File: src/rtl/mont_seq_pkg.sv
// Shared types and constants for the Montgomery adder sequencer.
// Phase code 8 holds the adder's resolve pipeline; codes 0..5 step it.
package mont_seq_pkg;

    localparam int DIGIT_BITS = 4;

    localparam logic [3:0] PHASE_HOLD = 4'd8;
    localparam logic [3:0] PHASE_LAST = 4'd5;

    typedef enum logic [2:0] {
        IDLE,
        LOAD,
        DIGIT,
        QCALC,
        SHIFT,
        ADD,
        SUB,
        DONE
    } seq_state_e;

endpackage

File: src/rtl/mont_qdigit.sv
// Montgomery quotient digit: (c_bits * m_prime) mod 16.
// A 4-bit result keeps only the low nibble of the product, which is the mod 16.
module mont_qdigit (
    input  logic [3:0] c_bits,
    input  logic [3:0] m_prime,
    output logic [3:0] q_digit
);

    assign q_digit = c_bits * m_prime;

endmodule

File: src/rtl/mont_adder_seq.sv
// Sequencer for the carry-save Montgomery adder: radix-16 accumulate/shift
// iterations, a carry-propagate resolve, then conditional-subtract passes.
//
// state | meaning
// IDLE  | waiting for start; operands latched when it arrives
// LOAD  | clear iteration and pass counters
// DIGIT | present next multiplier digit, clear quotient digit
// QCALC | adder shows low accumulator digit; quotient digit captured
// SHIFT | accumulate-and-shift strobe, advance operand scan
// ADD   | resolve phases 0..5 in add mode
// SUB   | resolve phases 0..5 in subtract mode, repeated until finished
// DONE  | one-cycle completion pulse
module mont_adder_seq
    import mont_seq_pkg::*;
#(
    parameter int N_BITS         = 512,
    parameter int MAX_SUB_PASSES = 4
) (
    input  logic              clk,
    input  logic              resetn,
    input  logic              start,
    input  logic [N_BITS-1:0] a_in,
    input  logic [3:0]        m_prime,
    input  logic [3:0]        c_bits,
    input  logic              subtract_finished,
    output logic [3:0]        a_digit,
    output logic [3:0]        q_digit,
    output logic              c_doubleshift,
    output logic [3:0]        phase,
    output logic              subtract,
    output logic              busy,
    output logic              done,
    output logic              err
);

    localparam int ITERS = N_BITS / DIGIT_BITS;
    localparam int IW    = $clog2(ITERS) + 1;
    localparam int PW    = $clog2(MAX_SUB_PASSES) + 1;

    seq_state_e        state_q, state_d;
    logic [N_BITS-1:0] a_sr_q, a_sr_d;
    logic [3:0]        mp_q, mp_d;
    logic [3:0]        a_digit_q, a_digit_d;
    logic [3:0]        q_digit_q, q_digit_d;
    logic [IW-1:0]     iter_q, iter_d;
    logic [PW-1:0]     pass_q, pass_d;
    logic [3:0]        phase_q, phase_d;
    logic              err_q, err_d;
    logic [3:0]        q_calc;

    mont_qdigit u_qdigit (
        .c_bits  (c_bits),
        .m_prime (mp_q),
        .q_digit (q_calc)
    );

    always_ff @(posedge clk or negedge resetn) begin
        if (!resetn) begin
            state_q   <= IDLE;
            a_sr_q    <= '0;
            mp_q      <= '0;
            a_digit_q <= '0;
            q_digit_q <= '0;
            iter_q    <= '0;
            pass_q    <= '0;
            phase_q   <= '0;
            err_q     <= 1'b0;
        end else begin
            state_q   <= state_d;
            a_sr_q    <= a_sr_d;
            mp_q      <= mp_d;
            a_digit_q <= a_digit_d;
            q_digit_q <= q_digit_d;
            iter_q    <= iter_d;
            pass_q    <= pass_d;
            phase_q   <= phase_d;
            err_q     <= err_d;
        end
    end

    always_comb begin
        state_d   = state_q;
        a_sr_d    = a_sr_q;
        mp_d      = mp_q;
        a_digit_d = a_digit_q;
        q_digit_d = q_digit_q;
        iter_d    = iter_q;
        pass_d    = pass_q;
        phase_d   = phase_q;
        err_d     = err_q;
        case (state_q)
            IDLE: begin
                if (start) begin
                    state_d = LOAD;
                    a_sr_d  = a_in;
                    mp_d    = m_prime;
                    err_d   = 1'b0;
                end
            end
            LOAD: begin
                iter_d  = '0;
                pass_d  = '0;
                phase_d = '0;
                state_d = DIGIT;
            end
            DIGIT: begin
                a_digit_d = a_sr_q[DIGIT_BITS-1:0];
                q_digit_d = '0;
                state_d   = QCALC;
            end
            QCALC: begin
                q_digit_d = q_calc;
                state_d   = SHIFT;
            end
            SHIFT: begin
                a_sr_d = a_sr_q >> DIGIT_BITS;
                iter_d = iter_q + IW'(1);
                if (iter_q == IW'(ITERS - 1)) begin
                    a_digit_d = '0;
                    q_digit_d = '0;
                    phase_d   = '0;
                    state_d   = ADD;
                end else begin
                    state_d = DIGIT;
                end
            end
            ADD: begin
                if (phase_q == PHASE_LAST) begin
                    phase_d = '0;
                    state_d = SUB;
                end else begin
                    phase_d = phase_q + 4'd1;
                end
            end
            SUB: begin
                if (phase_q == PHASE_LAST) begin
                    phase_d = '0;
                    pass_d  = pass_q + PW'(1);
                    if (subtract_finished) begin
                        state_d = DONE;
                    end else if (pass_q + PW'(1) == PW'(MAX_SUB_PASSES)) begin
                        // Datapath never converged: give up and flag it.
                        err_d   = 1'b1;
                        state_d = DONE;
                    end
                end else begin
                    phase_d = phase_q + 4'd1;
                end
            end
            DONE: begin
                state_d = IDLE;
            end
            default: begin
                state_d = IDLE;
            end
        endcase
    end

    assign a_digit       = a_digit_q;
    assign q_digit       = q_digit_q;
    assign c_doubleshift = (state_q == SHIFT);
    assign subtract      = (state_q == SUB);
    assign phase         = (state_q == ADD || state_q == SUB) ? phase_q : PHASE_HOLD;
    assign busy          = (state_q != IDLE) && (state_q != DONE);
    assign done          = (state_q == DONE);
    assign err           = err_q;

endmodule

File: config.mk
export PLATFORM = sky130hd
export DESIGN_NAME = mont_adder_seq
export DESIGN_NICKNAME = d
export VERILOG_FILES = /design/src/rtl/mont_seq_pkg.sv /design/src/rtl/mont_qdigit.sv /design/src/rtl/mont_adder_seq.sv
export SDC_FILE = /design/constraint.sdc
export NUM_CORES = 1
export LEC_CHECK = 0
export CORE_MARGIN = 3
export CORE_UTILIZATION = 51
export CTS_CLUSTER_DIAMETER = 100
export CTS_CLUSTER_SIZE = 25
export DETAILED_ROUTE_END_ITERATION = 6
export PLACE_DENSITY_LB_ADDON = 0.12
export SYNTH_ARGS = -nofsm -noshare
export SYNTH_HDL_FRONTEND = slang
export SYNTH_SLANG_ARGS = --single-unit
File: constraint.sdc
create_clock -name clk -period 2.6 [get_ports clk]
set_clock_uncertainty 0.1 [all_clocks]
set_input_delay 0.52 -clock clk [delete_from_list [all_inputs] [get_ports clk]]
set_output_delay 0.52 -clock clk [all_outputs]
set_load 0.01 [all_outputs]
==> metrics.md, run 1 <==
| Metric | Value |
|---|---|
| Ys Warns | 0 |
| Arr. time, crit path | 1940 ps |
| Fin. Hold Viols | 0 |
| Post-synthesis mux area share | 0.1835% |
| Clk slew on worst S/H paths | 100 ps |
| FF-to-FF setup slack | 120 ps |
| CTS root buffer | clkbuf_16 |
| Critical Path End Type | output pin |
| Layout cell share with drive strength beyond 1 | 3.809% |
| Register area | 13590 um2 |
| Core ar. | 47050 um2 |
| CP peak stage delay | 470 ps |
| RR Startpoint | state_q[0] |
| Post-synth cell types | 47 |
| Global-route wire length before repair | 113.8 mm |
| Worst-Margin Slew | 599.4 ps |
| Gr usage total | 27.86% |
| Initial antenna violation count | 6 |
| Top post-synthesis cells by area | dfrtp_1 (55%), nand2_1 (16%), a31oi_1 (13%) |
| Final Cell Area | 31520 um2 |
| I/O pin cnt | 541 |
| Filler cells | 3833 |
| Grt ovf | 0 |
| DR WL/cell | 18.52 um |
| Period minus WS final | 2557 ps |
| Hold WC Path Type | in -> async |
| Max clock buf depth | 3 |
| Slew headroom | 59.62% |
| DRT iter0 DRCs | 2246 |
| Min Hold Slack | 336.9 ps |
| Synth Area in Compound Gates | 14.57% |
| VDD IR max | 606.5 uV |
| Total of max-cap violations | 0 |
| Cell Area, Synth | 24550 um2 |
| Max FO, Critical Path | 5 |
| RSZ-0062 raised after global routing | true |
| Gate Count Post-Synth | 2967 |
| R2r endpoint | a_sr_q[108] |
| DRC viols | 0 |
| Synth area leader | dfrtp_1 |
| Post-synth top area share | 55.35% |
| Die Wd | 225.4 um |
| Vias in the first global route | 21837 |
| Post-Syn Nets | 3500 |
| Top_reg_cell synth | dfrtp_1 |
| Sequential fraction of the synthesis area | 55.35% |
| Clock Sinks | 543 |
| Worst Setup Start Kind | register |
| Final WL | 74.12 mm |
| Pins Over Slew Limit | 0 |
| Skew-Pair Late Insertion Delay | 590 ps |
| Die Y | 225.4 um |
| Cell Pwr Density | 1111 nW/um2 |
| Vias per inst | 5.663 |
| Crit path max-delay cell type | dfrtp_2 |
| First-pass iteration count of the detailed router | 7 |
| Post-DP HPWL | 53.29 mm |
| Core Rows | 79 |
| Post-synth ARST share | 100.0% |
| Largest net degree at the start of global routing | 110 |
| Delay-heaviest family, CP | buffers and inverters |
| CP Buf/Inv Count | 4 |
| Critical path, cell by cell | buf_4, buf_4, or3b_4, inv_8, buf_2 |
| Total negative slack | 0 ps |
| Antenna-violating nets left | 0 |
| Synth Area in XOR/XNOR | 0.3058% |
| Setup Crit Path Kind | reg -> out |
| Num CTS Buffers | 25 |
| Footprint of the multi-input gates | 9930 um2 |
| Post-synthesis adder-cell area fraction | 0.4587% |
| CTS tree | done |
| Post-Synth Simple-Gate Area | 24.79% |
| Final GP Congestion | 0.9127 |
| CTS H-tree depth | 1 |
| Power Total | 35.01 mW |
| Mean Syn Cell Area | 8.274 um2 |
| Critical Path RT | 1980 ps |
| Post-synth EDFFs | 0 |
| Final setup fails | 0 |
| Number of synthesized register bits | 543 |
| Initial cell density of the core | 52.18% |
| Post-placement cell area | 30620 um2 |
| Levels on crit path | 5 |
| Fmax achieved | 391.1 MHz |
| Worst path most repeated cell | buf_4 |
| # port buffers | 540 |
| Synth-to-Final Area Change | 28.40% |
| Die area | 50800 um2 |
| Leak Pwr | 13.39 nW |
| Main combinational cell family by area after synthesis | simple AND/OR/NAND/NOR gates |
| R2R depth | 9 |
| Final period util | 98.34% |
| Nets | 3918 |
| Via count | 22656 |
| Status | complete, no violations |
[through the flow]
step	worst slack, ps	std cells	util [%]
after global routing	-21.23	4000	66.99
after detailed placement	-389.1	3952	65.09
final	43.21	4001	66.99
after floorplan	206.7	2967	-
after CTS	-17.46	3988	66.62
after global placement	-376.6	3952	65.09
[cells in the mapped netlist, drive strengths merged, types with 5 or more instances]
master,instances
a21oi,8
inv,8
and3,7
o21ai,20
a31oi,511
clkbuf,100
nand3,10
and2,9
buf,135
nand4,5
dfrtp,543
nand2,1032
ha,9
nor2,517
a22o,6
[cells in the final DEF, fill, tap and decap left out, drive strengths merged, types with 3 or more instances in the layout]
cell type         n
a21oi             8
a22o              6
a31oi           511
and2              9
and3              7
buf              82
clkbuf           31
clkdlybuf4s50   531
dfrtp           543
diode             7
dlygate4sd2       5
ha                9
inv               9
mux2              4
nand2          1032
nand3            10
nand3b            3
nand4             5
nor2            517
o211ai            4
o21ai            20
o22ai             4
xor2              4
[state kept, by name (all words and copies together), names as in the netlist]
signal   count
a_sr_q     512
iter_q       8
a_digit      4
mp_q         4
phase_q      4
q_digit      4
pass_q       3
state_q      3
err          1
[power breakdown]
part	switching, mW	leakage [nW]	total (mW)	internal [mW]
Combinational	9.23	7.00	15.6	6.37
Clock	2.64	0.322	4.38	1.75
Sequential	2.35	6.06	15.0	12.7
[cell type report]
| cell class | count | area share [%] |
|---|---|---|
| Antenna cell | 7 | 0.05557 |
| Clock buffer | 26 | 1.997 |
| Inverter | 8 | 0.1191 |
| Multi-Input combinational cell | 2181 | 31.50 |
| Clock inverter | 3 | 0.05954 |
| Sequential cell | 543 | 43.12 |
| Tap cell | 607 | 2.409 |
| Timing Repair Buffer | 626 | 20.74 |
[kinds of logic (layout without fill, tap and decap cells)]
family          count (synthesis)  in the layout
simple gates                 1592           1592
xor+xnor                        7              7
compound gates                569            569
flops                         543            543
fa+ha+maj                       9              9
mux                             4              4
other cells                     0              7
buf+inv                       243            663
[per-layer routing]
metal | vias up | wire, um | part of all wire (%) | track usage, %
met1 | 10905 | 31150 | 42 | 38.72
met2 | 867 | 34990 | 47 | 44.80
met5 | - | 0 | 0 | 0
li1 | 10734 | - | - | -
met4 | 0 | 2773 | 3.7 | 10.87
met3 | 150 | 5203 | 7.0 | 3.895
[repair_timing]
action / CTS / global route
cloned: 0 / 4
gates resized for setup: 18 / 8
setup buffers: 6 / 2
hold buffers: 1 / 0
endpoints found under the hold margin: 43 / 0
pin swaps: 2 / 1
endpoints found under the setup margin: 8 / 217
[how the worst max path moves through the flow]
stage	start	endpoint	slack, ps
3_3_place_gp	c_bits[1]	q_digit[3]	-380
3_5_place_dp	c_bits[0]	q_digit[3]	-390
6_report	state_q[0]	c_doubleshift	40
2_1_floorplan	c_bits[1]	q_digit[3]	210
5_1_grt	state_q[0]	c_doubleshift	-20
4_1_cts	state_q[0]	c_doubleshift	-20
Power figures use the tool's default switching activity.
==> run 2: changes to the inputs <==
--- a/config.mk
+++ b/config.mk
@@ -11,6 +11,7 @@
 export CTS_CLUSTER_SIZE = 25
 export DETAILED_ROUTE_END_ITERATION = 6
 export PLACE_DENSITY_LB_ADDON = 0.12
+export SKIP_LAST_GASP = 1
 export SYNTH_ARGS = -nofsm -noshare
 export SYNTH_HDL_FRONTEND = slang
 export SYNTH_SLANG_ARGS = --single-unit
==> run 2 against run 1 <==
Net effect: global-route usage barely moved; core utilization fell by 0.056 points; sequential power barely moved; final cell count did not move; register-to-register slack barely moved; worst setup slack improved by 9.8 ps; largest cell class unchanged; highest routed layer unchanged.
==> metrics.md, run 2 (synthesis results as in run 1) <==
| Metric | Value |
|---|---|
| Nets | 3918 (unchanged) |
| Vias in the first global route | 21837 (unchanged) |
| Commonest non-fill, non-tap cell in the layout | nand2_1 (unchanged) |
| Cell Count Post-Placement | 3952 (unchanged) |
| Fmax achieved | 392.6 MHz (was 391.1 MHz) |
| Antenna-violating nets left | 0 (unchanged) |
| Clock Sinks | 543 (unchanged) |
| Total of max-cap violations | 0 (unchanged) |
| CP peak stage delay | 420 ps (was 470 ps) |
| Levels on crit path | 5 (unchanged) |
| Clk slew on worst S/H paths | 100 ps (about the same) |
| Gr usage total | 27.86% (about the same) |
| Die Wd | 225.4 um (unchanged) |
| Pre-CTS setup slack | -389.1 ps (unchanged) |
| Worst Setup Start Kind | register (unchanged) |
| Critical path, cell by cell | buf_4, xor2_4, buf_4, and3_1, dlygate4sd2_1 (was buf_4, buf_4, or3b_4, inv_8, buf_2) |
| Min Hold Slack | 341.1 ps (was 336.9 ps) |
| Critical Path RT | 1980 ps (about the same) |
| Status | complete, no violations (unchanged) |
| VDD IR max | 606.0 uV (was 606.5 uV) |
| Hold WC Path Type | in -> async (unchanged) |
| Core Util, Final | 66.94% (was 66.99%) |
| Arr. time, crit path | 1930 ps (was 1940 ps) |
| Largest register FFs | 512 (unchanged) |
| Final Cell Area | 31490 um2 (was 31520 um2) |
| Max FO, Critical Path | 4 (was 5) |
| DR WL/cell | 18.42 um (was 18.52 um) |
| DRT iter0 DRCs | 2199 (was 2246) |
| Slew headroom | 59.59% (was 59.62%) |
| Die area | 50800 um2 (unchanged) |
| Critical Path End Type | output pin (unchanged) |
| Synth-to-Final Area Change | 28.29% (was 28.40%) |
| Worst setup margin | 53.01 ps (was 43.21 ps) |
| Layout Cells excl Fill | 4001 (unchanged) |
| Initial antenna violation count | 6 (unchanged) |
| Setup Crit Path Kind | reg -> out (unchanged) |
| Post-placement cell area | 30620 um2 (unchanged) |
| I/O pin cnt | 541 (unchanged) |
| Power Total | 34.93 mW (was 35.01 mW) |
| Max clock buf depth | 3 (unchanged) |
| FF-to-FF setup slack | 130 ps (was 120 ps) |
| CTS H-tree depth | 1 (unchanged) |
| Grt ovf | 0 (unchanged) |
| CP Buf/Inv Count | 3 (was 4) |
| Core ar. | 47050 um2 (unchanged) |
| Final setup fails | 0 (unchanged) |
| # port buffers | 540 (unchanged) |
| First-pass iteration count of the detailed router | 6 (was 7) |
| Final GP Congestion | 0.9127 (unchanged) |
| Cell Pwr Density | 1109 nW/um2 (was 1111 nW/um2) |
| Crit path max-delay cell type | dfrtp_2 (unchanged) |
| Initial cell density of the core | 52.18% (unchanged) |
| DRC viols | 0 (unchanged) |
| Final period util | 97.96% (was 98.34%) |
| Global-route wire length before repair | 113.8 mm (about the same) |
| CTS root buffer | clkbuf_16 (unchanged) |
| Vias per inst | 5.653 (was 5.663) |
| Fin. Hold Viols | 0 (unchanged) |
| Num CTS Buffers | 25 (unchanged) |
| Post-DP HPWL | 53.29 mm (unchanged) |
| Largest register by flop count | a_sr_q (unchanged) |
| Layout cell share with drive strength beyond 1 | 3.809% (unchanged) |
| Die Y | 225.4 um (unchanged) |
| Final WL | 73.68 mm (was 74.12 mm) |
| Period minus WS final | 2547 ps (was 2557 ps) |
| Most frequent cells in the layout | nand2_1 (1032), dfrtp_1 (540), clkdlybuf4s50_1 (531) (unchanged) |
| Via count | 22617 (was 22656) |
| Top Registers | a_sr_q x512, iter_q x8 (unchanged) |
| Worst path most repeated cell | buf_4 (unchanged) |
| CTS tree | done (unchanged) |
| Pins Over Slew Limit | 0 (unchanged) |
| Worst-Margin Slew | 599.8 ps (was 599.4 ps) |
| Leak Pwr | 13.38 nW (was 13.39 nW) |
| Largest net degree at the start of global routing | 110 (unchanged) |
| Skew-Pair Late Insertion Delay | 590 ps (about the same) |
| Delay-heaviest family, CP | buffers and inverters (unchanged) |
| Core Rows | 79 (unchanged) |
| Total negative slack | 0 ps (unchanged) |
| R2R depth | 9 (unchanged) |
==> run 2: cell count changes in the layout (fill, tap and decap cells not counted), sizes merged <==
cell	delta
buf	+2
clkbuf	-2
dlymetal6s2s	+1
dlygate4sd2	+1
clkdlybuf4s15	-2
==> run 2: cell type report <==
type	count	area, um2
Clock inverter	3	18.77
Tap cell	607	759.5
Clock buffer	26	629.4
Sequential cell	543	13590
Multi-Input combinational cell	2181	9930
Timing Repair Buffer	626	6510
Fill cell	3842	15560
Antenna cell	7	17.52
Inverter	8	37.54
==> run 2: layer usage <==
metal	vias up	track usage, %	part of all wire (%)
li1	10730	-	-
met3	142	3.895	7.2
met2	842	44.80	47
met4	0	10.87	3.7
met5	-	0	0
met1	10903	38.71	42
==> run 2: repair_timing <==
action                                  4_1_cts  5_1_grt
cloned                                        0        3
setup buffers                                 6        3
endpoints found under the setup margin        8      291
pin swaps                                     2        1
endpoints found under the hold margin        43        0
hold buffers                                  1        0
resized for setup                            15        7
==> run 2: path summary, 6_finish.rpt <==
check / start / endpoint
hold reg to reg: iter_q[7] / iter_q[7]
max in group asynchronous: resetn / a_sr_q[298]
min in group clk: a_in[47] / a_sr_q[47]
setup reg to reg: state_q[0] / a_sr_q[183]
setup / recovery: state_q[0] / phase[0]
hold / removal: resetn / a_sr_q[208]
==> run 2: power breakdown <==
| group | switching, mW | internal (mW) |
|---|---|---|
| logic | 9.20 | 6.34 |
| clock network | 2.63 | 1.75 |
| registers | 2.34 | 12.7 |
| total | 14.2 | 20.8 |
